[src/rtl/mem_port_arbiter_pkg.sv]
// mem_port_arbiter_pkg
// Shared widths and source encoding for the RAM port arbiter.
//   ADDR_W    : RAM address width (64 KiB unified RAM)
//   DATA_W    : RAM data width (byte-wide)
//   TAG_W     : load destination register tag width
//   SRC_FETCH : source id of instruction fetch
//   SRC_DATA  : source id of the data memory pipeline
package mem_port_arbiter_pkg;

    localparam int ADDR_W = 16;
    localparam int DATA_W = 8;
    localparam int TAG_W  = 5;

    localparam logic SRC_FETCH = 1'b0;
    localparam logic SRC_DATA  = 1'b1;

    // The read issued last cycle; its data arrives on ram_rdata this cycle.
    typedef struct packed {
        logic             valid;
        logic             src;
        logic [TAG_W-1:0] dest_reg;
    } inflight_t;

    // Payload held in the load response register.
    typedef struct packed {
        logic [TAG_W-1:0]  dest_reg;
        logic [DATA_W-1:0] data;
    } ld_resp_t;

endpackage

[src/rtl/mem_resp_slot.sv]
// mem_resp_slot
// Single-entry valid/ready holding register for one response stream.
// Ports:
//   clk, rst_n : clock, asynchronous active-low reset
//   fill       : write fill_data this cycle (takes precedence over a drain,
//                so a same-cycle drain and refill keeps valid high)
//   fill_data  : payload to capture
//   valid      : entry occupied
//   ready      : consumer takes the entry when valid & ready
//   data       : held payload (reset to 0)
module mem_resp_slot #(
    parameter int WIDTH = 8
) (
    input  logic             clk,
    input  logic             rst_n,
    input  logic             fill,
    input  logic [WIDTH-1:0] fill_data,
    output logic             valid,
    input  logic             ready,
    output logic [WIDTH-1:0] data
);

    always_ff @(posedge clk or negedge rst_n) begin
        if (!rst_n) begin
            valid <= 1'b0;
            data  <= '0;
        end else if (fill) begin
            valid <= 1'b1;
            data  <= fill_data;
        end else if (valid && ready) begin
            valid <= 1'b0;
        end
    end

endmodule

[src/rtl/mem_port_arbiter.sv]
// mem_port_arbiter
// Shares the single synchronous-RAM port between instruction fetch and the
// data memory pipeline. At most one request is granted per cycle: data
// loads/stores by default, fetch once the data side has won STARVE_MAX
// consecutive grants while fetch was waiting. Read data returns through one
// valid/ready response register per source, two cycles after the grant.
//
// Parameter:
//   STARVE_MAX : consecutive data grants allowed while fetch waits (1..15)
// Ports:
//   clk, rst_n                      : clock, asynchronous active-low reset
//   if_addr/if_valid/if_ready       : fetch request
//   if_rdata/if_rvalid/if_rready    : fetch response
//   dm_addr/dm_dest_reg/dm_wdata/
//   dm_store/dm_valid/dm_ready      : data request (load or store)
//   ld_data/ld_dest_reg/
//   ld_valid/ld_ready               : load response
//   ram_en/ram_we/ram_addr/
//   ram_wdata/ram_rdata             : RAM port (rdata valid the cycle after a read)
//   stall_count                     : present only with MEM_ARB_PERF_EN;
//                                     saturating count of cycles in which a
//                                     valid request was not granted
// Build option: define MEM_ARB_PERF_EN to add the stall_count counter/port.
module mem_port_arbiter
    import mem_port_arbiter_pkg::*;
#(
    parameter int STARVE_MAX = 4
) (
    input  logic        clk,
    input  logic        rst_n,
    input  logic [15:0] if_addr,
    input  logic        if_valid,
    output logic        if_ready,
    output logic [7:0]  if_rdata,
    output logic        if_rvalid,
    input  logic        if_rready,
    input  logic [15:0] dm_addr,
    input  logic [4:0]  dm_dest_reg,
    input  logic [7:0]  dm_wdata,
    input  logic        dm_store,
    input  logic        dm_valid,
    output logic        dm_ready,
    output logic [7:0]  ld_data,
    output logic [4:0]  ld_dest_reg,
    output logic        ld_valid,
    input  logic        ld_ready,
    output logic        ram_en,
    output logic        ram_we,
    output logic [15:0] ram_addr,
    output logic [7:0]  ram_wdata,
    input  logic [7:0]  ram_rdata
`ifdef MEM_ARB_PERF_EN
    ,
    output logic [15:0] stall_count
`endif
);

    localparam logic [3:0] STARVE_LIM = STARVE_MAX[3:0];

    inflight_t  inflight;
    logic [3:0] starve;

    logic       fetch_elig;
    logic       load_elig;
    logic       store_elig;
    logic       data_elig;
    logic       fetch_grant;
    logic       data_grant;
    logic       read_grant;

    logic       fetch_fill;
    logic       ld_fill;
    ld_resp_t   ld_fill_data;
    ld_resp_t   ld_held;

    function automatic logic [3:0] starve_inc(input logic [3:0] cur);
        if (cur >= STARVE_LIM)
            return STARVE_LIM;
        return cur + 4'd1;
    endfunction

    // A read may issue only when its response slot is guaranteed free by the
    // time the data lands: nothing of the same source in flight, and the slot
    // empty or being drained right now.
    always_comb begin
        fetch_elig = if_valid
                   & ~(inflight.valid & (inflight.src == SRC_FETCH))
                   & (~if_rvalid | if_rready);
        load_elig  = dm_valid & ~dm_store
                   & ~(inflight.valid & (inflight.src == SRC_DATA))
                   & (~ld_valid | ld_ready);
        store_elig = dm_valid & dm_store;
        data_elig  = load_elig | store_elig;
    end

    // Grants are forced off while reset is held so the RAM sees no access.
    always_comb begin
        fetch_grant = rst_n & fetch_elig & (~data_elig | (starve == STARVE_LIM));
        data_grant  = rst_n & data_elig & ~fetch_grant;
        read_grant  = fetch_grant | (data_grant & ~dm_store);
    end

    always_comb begin
        if_ready  = fetch_grant;
        dm_ready  = data_grant;
        ram_en    = fetch_grant | data_grant;
        ram_we    = data_grant & dm_store;
        ram_addr  = fetch_grant ? if_addr : dm_addr;
        ram_wdata = dm_wdata;
    end

    // Starvation counter: counts data wins while fetch is requesting.
    always_ff @(posedge clk or negedge rst_n) begin
        if (!rst_n) begin
            starve <= 4'd0;
        end else if (fetch_grant || !if_valid) begin
            starve <= 4'd0;
        end else if (data_grant) begin
            starve <= starve_inc(starve);
        end
    end

    // Track the read issued this cycle; its data arrives next cycle.
    always_ff @(posedge clk or negedge rst_n) begin
        if (!rst_n) begin
            inflight <= '0;
        end else begin
            inflight.valid    <= read_grant;
            inflight.src      <= fetch_grant ? SRC_FETCH : SRC_DATA;
            inflight.dest_reg <= dm_dest_reg;
        end
    end

    // Read return: route ram_rdata to the slot of the in-flight source.
    always_comb begin
        fetch_fill            = inflight.valid & (inflight.src == SRC_FETCH);
        ld_fill               = inflight.valid & (inflight.src == SRC_DATA);
        ld_fill_data.dest_reg = inflight.dest_reg;
        ld_fill_data.data     = ram_rdata;
    end

    mem_resp_slot #(
        .WIDTH (DATA_W)
    ) u_fetch_slot (
        .clk       (clk),
        .rst_n     (rst_n),
        .fill      (fetch_fill),
        .fill_data (ram_rdata),
        .valid     (if_rvalid),
        .ready     (if_rready),
        .data      (if_rdata)
    );

    mem_resp_slot #(
        .WIDTH (TAG_W + DATA_W)
    ) u_ld_slot (
        .clk       (clk),
        .rst_n     (rst_n),
        .fill      (ld_fill),
        .fill_data (ld_fill_data),
        .valid     (ld_valid),
        .ready     (ld_ready),
        .data      (ld_held)
    );

    always_comb begin
        ld_data     = ld_held.data;
        ld_dest_reg = ld_held.dest_reg;
    end

`ifdef MEM_ARB_PERF_EN
    logic stalled;

    always_comb begin
        stalled = (if_valid & ~if_ready) | (dm_valid & ~dm_ready);
    end

    always_ff @(posedge clk or negedge rst_n) begin
        if (!rst_n) begin
            stall_count <= 16'd0;
        end else if (stalled && (stall_count != 16'hFFFF)) begin
            stall_count <= stall_count + 16'd1;
        end
    end
`endif

endmodule

[config.mk]
export PLATFORM = sky130hd
export DESIGN_NAME = mem_port_arbiter
export DESIGN_NICKNAME = d
export VERILOG_FILES = /design/src/rtl/mem_port_arbiter_pkg.sv /design/src/rtl/mem_resp_slot.sv /design/src/rtl/mem_port_arbiter.sv
export SDC_FILE = /design/constraint.sdc
export NUM_CORES = 1
export LEC_CHECK = 0
export ABC_AREA = 1
export CAP_MARGIN = 20
export CORE_AREA = 2 2 72 74
export CTS_CLUSTER_DIAMETER = 40
export DETAILED_ROUTE_END_ITERATION = 7
export DIE_AREA = 0 0 74 76
export GPL_ROUTABILITY_DRIVEN = 1
export MAX_ROUTING_LAYER = met4
export PLACE_DENSITY = 0.85
export SYNTH_ARGS = -nofsm -noshare
export SYNTH_HDL_FRONTEND = slang
export SYNTH_HIERARCHICAL = 1
export SYNTH_SLANG_ARGS = --single-unit
[constraint.sdc]
create_clock -name clk -period 1.93 [get_ports clk]
set_input_delay 0.2895 -clock clk [delete_from_list [all_inputs] [get_ports clk]]
set_output_delay 0.2895 -clock clk [all_outputs]
set_load 0.005 [all_outputs]
==> impl_metrics.yaml <==
sta:
  hold_viol: 0
  finalMaxSlewViolations: 0
  fin_worst_skew_ns: 0.00324
  fin_tns_setup_ns: 0
  fmax_mhz: 525
  post-route-min-period_ns: 1.90
  rsz0062_at_grt: "true"
  finalSetupViolations: 0
  worstMarginPinSlew_ns: 0.475
  max-slew-margin-rel: 0.683
  period_share: 0.986
  layout_setup_ws_ns: 0.0261
clock_tree:
  htreeDepth: 2
  clkLatencyLatePin_ns: 0.29
  clkTransAtPathRegs_ns: 0.07
  clockBufferDepth: 2
  clkSinkCount: 34
  root_buffer: "clkbuf_8"
  cts_tree: "yes"
  numCtsBuffers: 5
worst_setup_path:
  crit_type: "input pin to output pin"
  start_kind: "input pin"
  cp_data_arrival_time_ns: 1.61
  setup.worst_path.end_class: "output pin"
  required_ns: 1.64
  max_stage_delay_ns: 0.50
  crit_path_top_delay_cell: "clkdlybuf4s50_1"
  path_cells: "clkdlybuf4s50_1, nand3_2, nor2_4, nand2_4, buf_12, buf_6, nand2_2, nand2_1, buf_2"
  critPathMaxFanout: 5
  r2r_setup_slack_ns: 0.60
die:
  die_width_um: 74
  num_io_pins: 111
  rows: 26
  start_util: 0.345
  die_height_um: 76
  coreArea_sq_um: 4910
  die-area_sq_um: 5620
logic_synthesis:
  synthesis.area_sq_um: 1700
  syn_inst: 215
  synth.avg_cell_area_sq_um: 7.89
  ys_seq_elements: 34
  synth_cell_types: 18
  yosys_warnings: 6
  syn_nets: 277
  yosysSeqAreaShare: 0.501
detailed_routing:
  wl_per_cell_um: 12.3
  routed_via_density: 4.33
  vias: 1701
  drc: 0
  detail_route.first_pass.iterations: 4
  ant_nets: 0
  postRouteWirelength_um: 4830
  drt_first_iter_violations: 95
placed_design:
  pre_cts_ws_ns: -0.328
  place_congestion: 0.763
  portBuffers: 94
  place_hpwl_um: 3590
global_routing:
  grt-ovfl-total: 0
  track_usage: 0.190
  grt_pass1_vias: 1753
  grt_max_degree: 28
  antenna_found_initial: 0
  grt_pass1_wl_um: 8110
outcome:
  status: "complete, no violations"
finish:
  final_common_cell: "nand2_1"
  final_cell_mix: "104 x nand2_1, 71 x clkdlybuf4s50_1, 34 x dfrtp_1"
  synthToLayoutAreaGrowth_pct: 69.0
  nets: 384
  diodes: 0
  drive_gt1_frac: 0.254
  fill_cells: 429
power_and_ir_drop:
  power_frac_comb: 0.333
  p_total_mw: 2.20
  cellPowerDensity_nw_per_um2: 768
  max-vdd-ir-drop_v: 0.000515
  power.switching_mw: 0.606
  leakage_nw: 1.50
  p_int_mw: 1.60
  pwr-share-clk: 0.242
  swShare: 0.275
  seqPwrFrac: 0.424
hold_path:
  hold_class: "input pin to async pin"
run:
  cap_violations: 0
[critical path: cells and delay by family]
family	cells	cell delay, ns
buffers and inverters	4	0.88
AND/OR/NAND/NOR	5	0.42
[per-stage QoR]
step | std cells | util | hold slack (ns) | area [sq um]
6_report | 393 | 0.584 | 0.0189 | 2870
5_1_grt | 393 | 0.584 | 0.0623 | 2870
4_1_cts | 393 | 0.578 | 0.366 | 2840
3_5_place_dp | 375 | 0.548 | 0.441 | 2690
3_3_place_gp | 375 | 0.548 | 0.425 | 2690
2_1_floorplan | 215 | - | -0.00609 | 1700
[layer usage]
layer / vias up / global-route usage / wire [um]
li1: 853 / - / -
met1: 795 / 0.237 / 2020
met2: 42 / 0.300 / 2490
met3: 11 / 0.0357 / 195
met4: 0 / 0.0818 / 119
met5: - / - / 0
[layout make-up]
| type | count | area, sq um | area share |
|---|---|---|---|
| multi-input cells | 148 | 696 | 0.243 |
| clock buffers | 7 | 86.3 | 0.0301 |
| inverters | 18 | 75.1 | 0.0262 |
| flip-flops and latches | 34 | 851 | 0.297 |
| repair buffers | 115 | 1070 | 0.372 |
| well taps | 70 | 87.6 | 0.0306 |
| clock inverters | 1 | 5.00 | 0.00175 |
[worst paths after layout]
| path | start | to | cells after the start |
|---|---|---|---|
| min in group clk | dm_store | inflight[6]$_DFF_PN0_ | 2 |
| max in group asynchronous | rst_n | u_ld_slot/data[10]$_DFFE_PN0P_ | 2 |
| worst min-delay path | rst_n | u_fetch_slot/valid$_DFFE_PN0P_ | 2 |
| worst max register to register | inflight[5]$_DFF_PN0_ | u_ld_slot/data[10]$_DFFE_PN0P_ | 5 |
| worst min register to register | inflight[4]$_DFF_PN0_ | u_ld_slot/data[12]$_DFFE_PN0P_ | 2 |
| worst max-delay path | if_valid | ram_addr[8] | 9 |
[registers in the layout, indices dropped and copies added, names as in the netlist]
register,cells
u_ld_slot/data,13
u_fetch_slot/data,8
inflight,7
starve,4
u_fetch_slot/valid,1
u_ld_slot/valid,1
[power groups by stage]
| stage | Combinational (mW) | Clock, mW | Sequential [mW] |
|---|---|---|---|
| 2_1_floorplan | 0.221 | 0 | 0.951 |
| 3_3_place_gp | 0.712 | 0 | 0.944 |
| 3_5_place_dp | 0.735 | 0 | 0.944 |
| 4_1_cts | 0.736 | 0.558 | 0.936 |
| 5_1_grt | 0.808 | 0.579 | 0.955 |
| 6_report | 0.734 | 0.534 | 0.935 |
[cells in the mapped netlist]
cell type / count / area [sq um]
dfrtp_1: 34 / 851
or2_2: 1 / 6.26
nand3_1: 3 / 15.0
ha_1: 2 / 25.0
inv_1: 15 / 56.3
nand2_4: 1 / 11.3
nand2_1: 121 / 454
inv_2: 2 / 7.51
buf_4: 10 / 75.1
nand2_2: 4 / 25.0
buf_6: 4 / 45.0
o21ai_0: 1 / 5.00
nand4_1: 6 / 37.5
nor2_1: 6 / 22.5
nand3_2: 2 / 20.0
buf_12: 1 / 20.0
inv_6: 1 / 8.76
nor2_4: 1 / 11.3
[what timing repair did]
item / CTS / global route
setup buffers: 10 / 1
resized for setup: 94 / 20
pin swaps: 13 / 3
endpoints found under the hold margin: 0 / 0
setup endpoints to repair: 20 / 20
hold buffers: 0 / 0
[logic make-up (layout without fill, tap and decap cells)]
| logic type | after synthesis | in the layout | share of synthesized area |
|---|---|---|---|
| AOI/OAI and AO/OA | 1 | 1 | 0.00295 |
| adders and majority gates | 2 | 2 | 0.0147 |
| buffers and inverters | 33 | 141 | 0.125 |
| DFF | 34 | 34 | 0.501 |
| and+or+nand+nor | 145 | 145 | 0.355 |
Note: power is estimated with default switching activity, not from simulation.
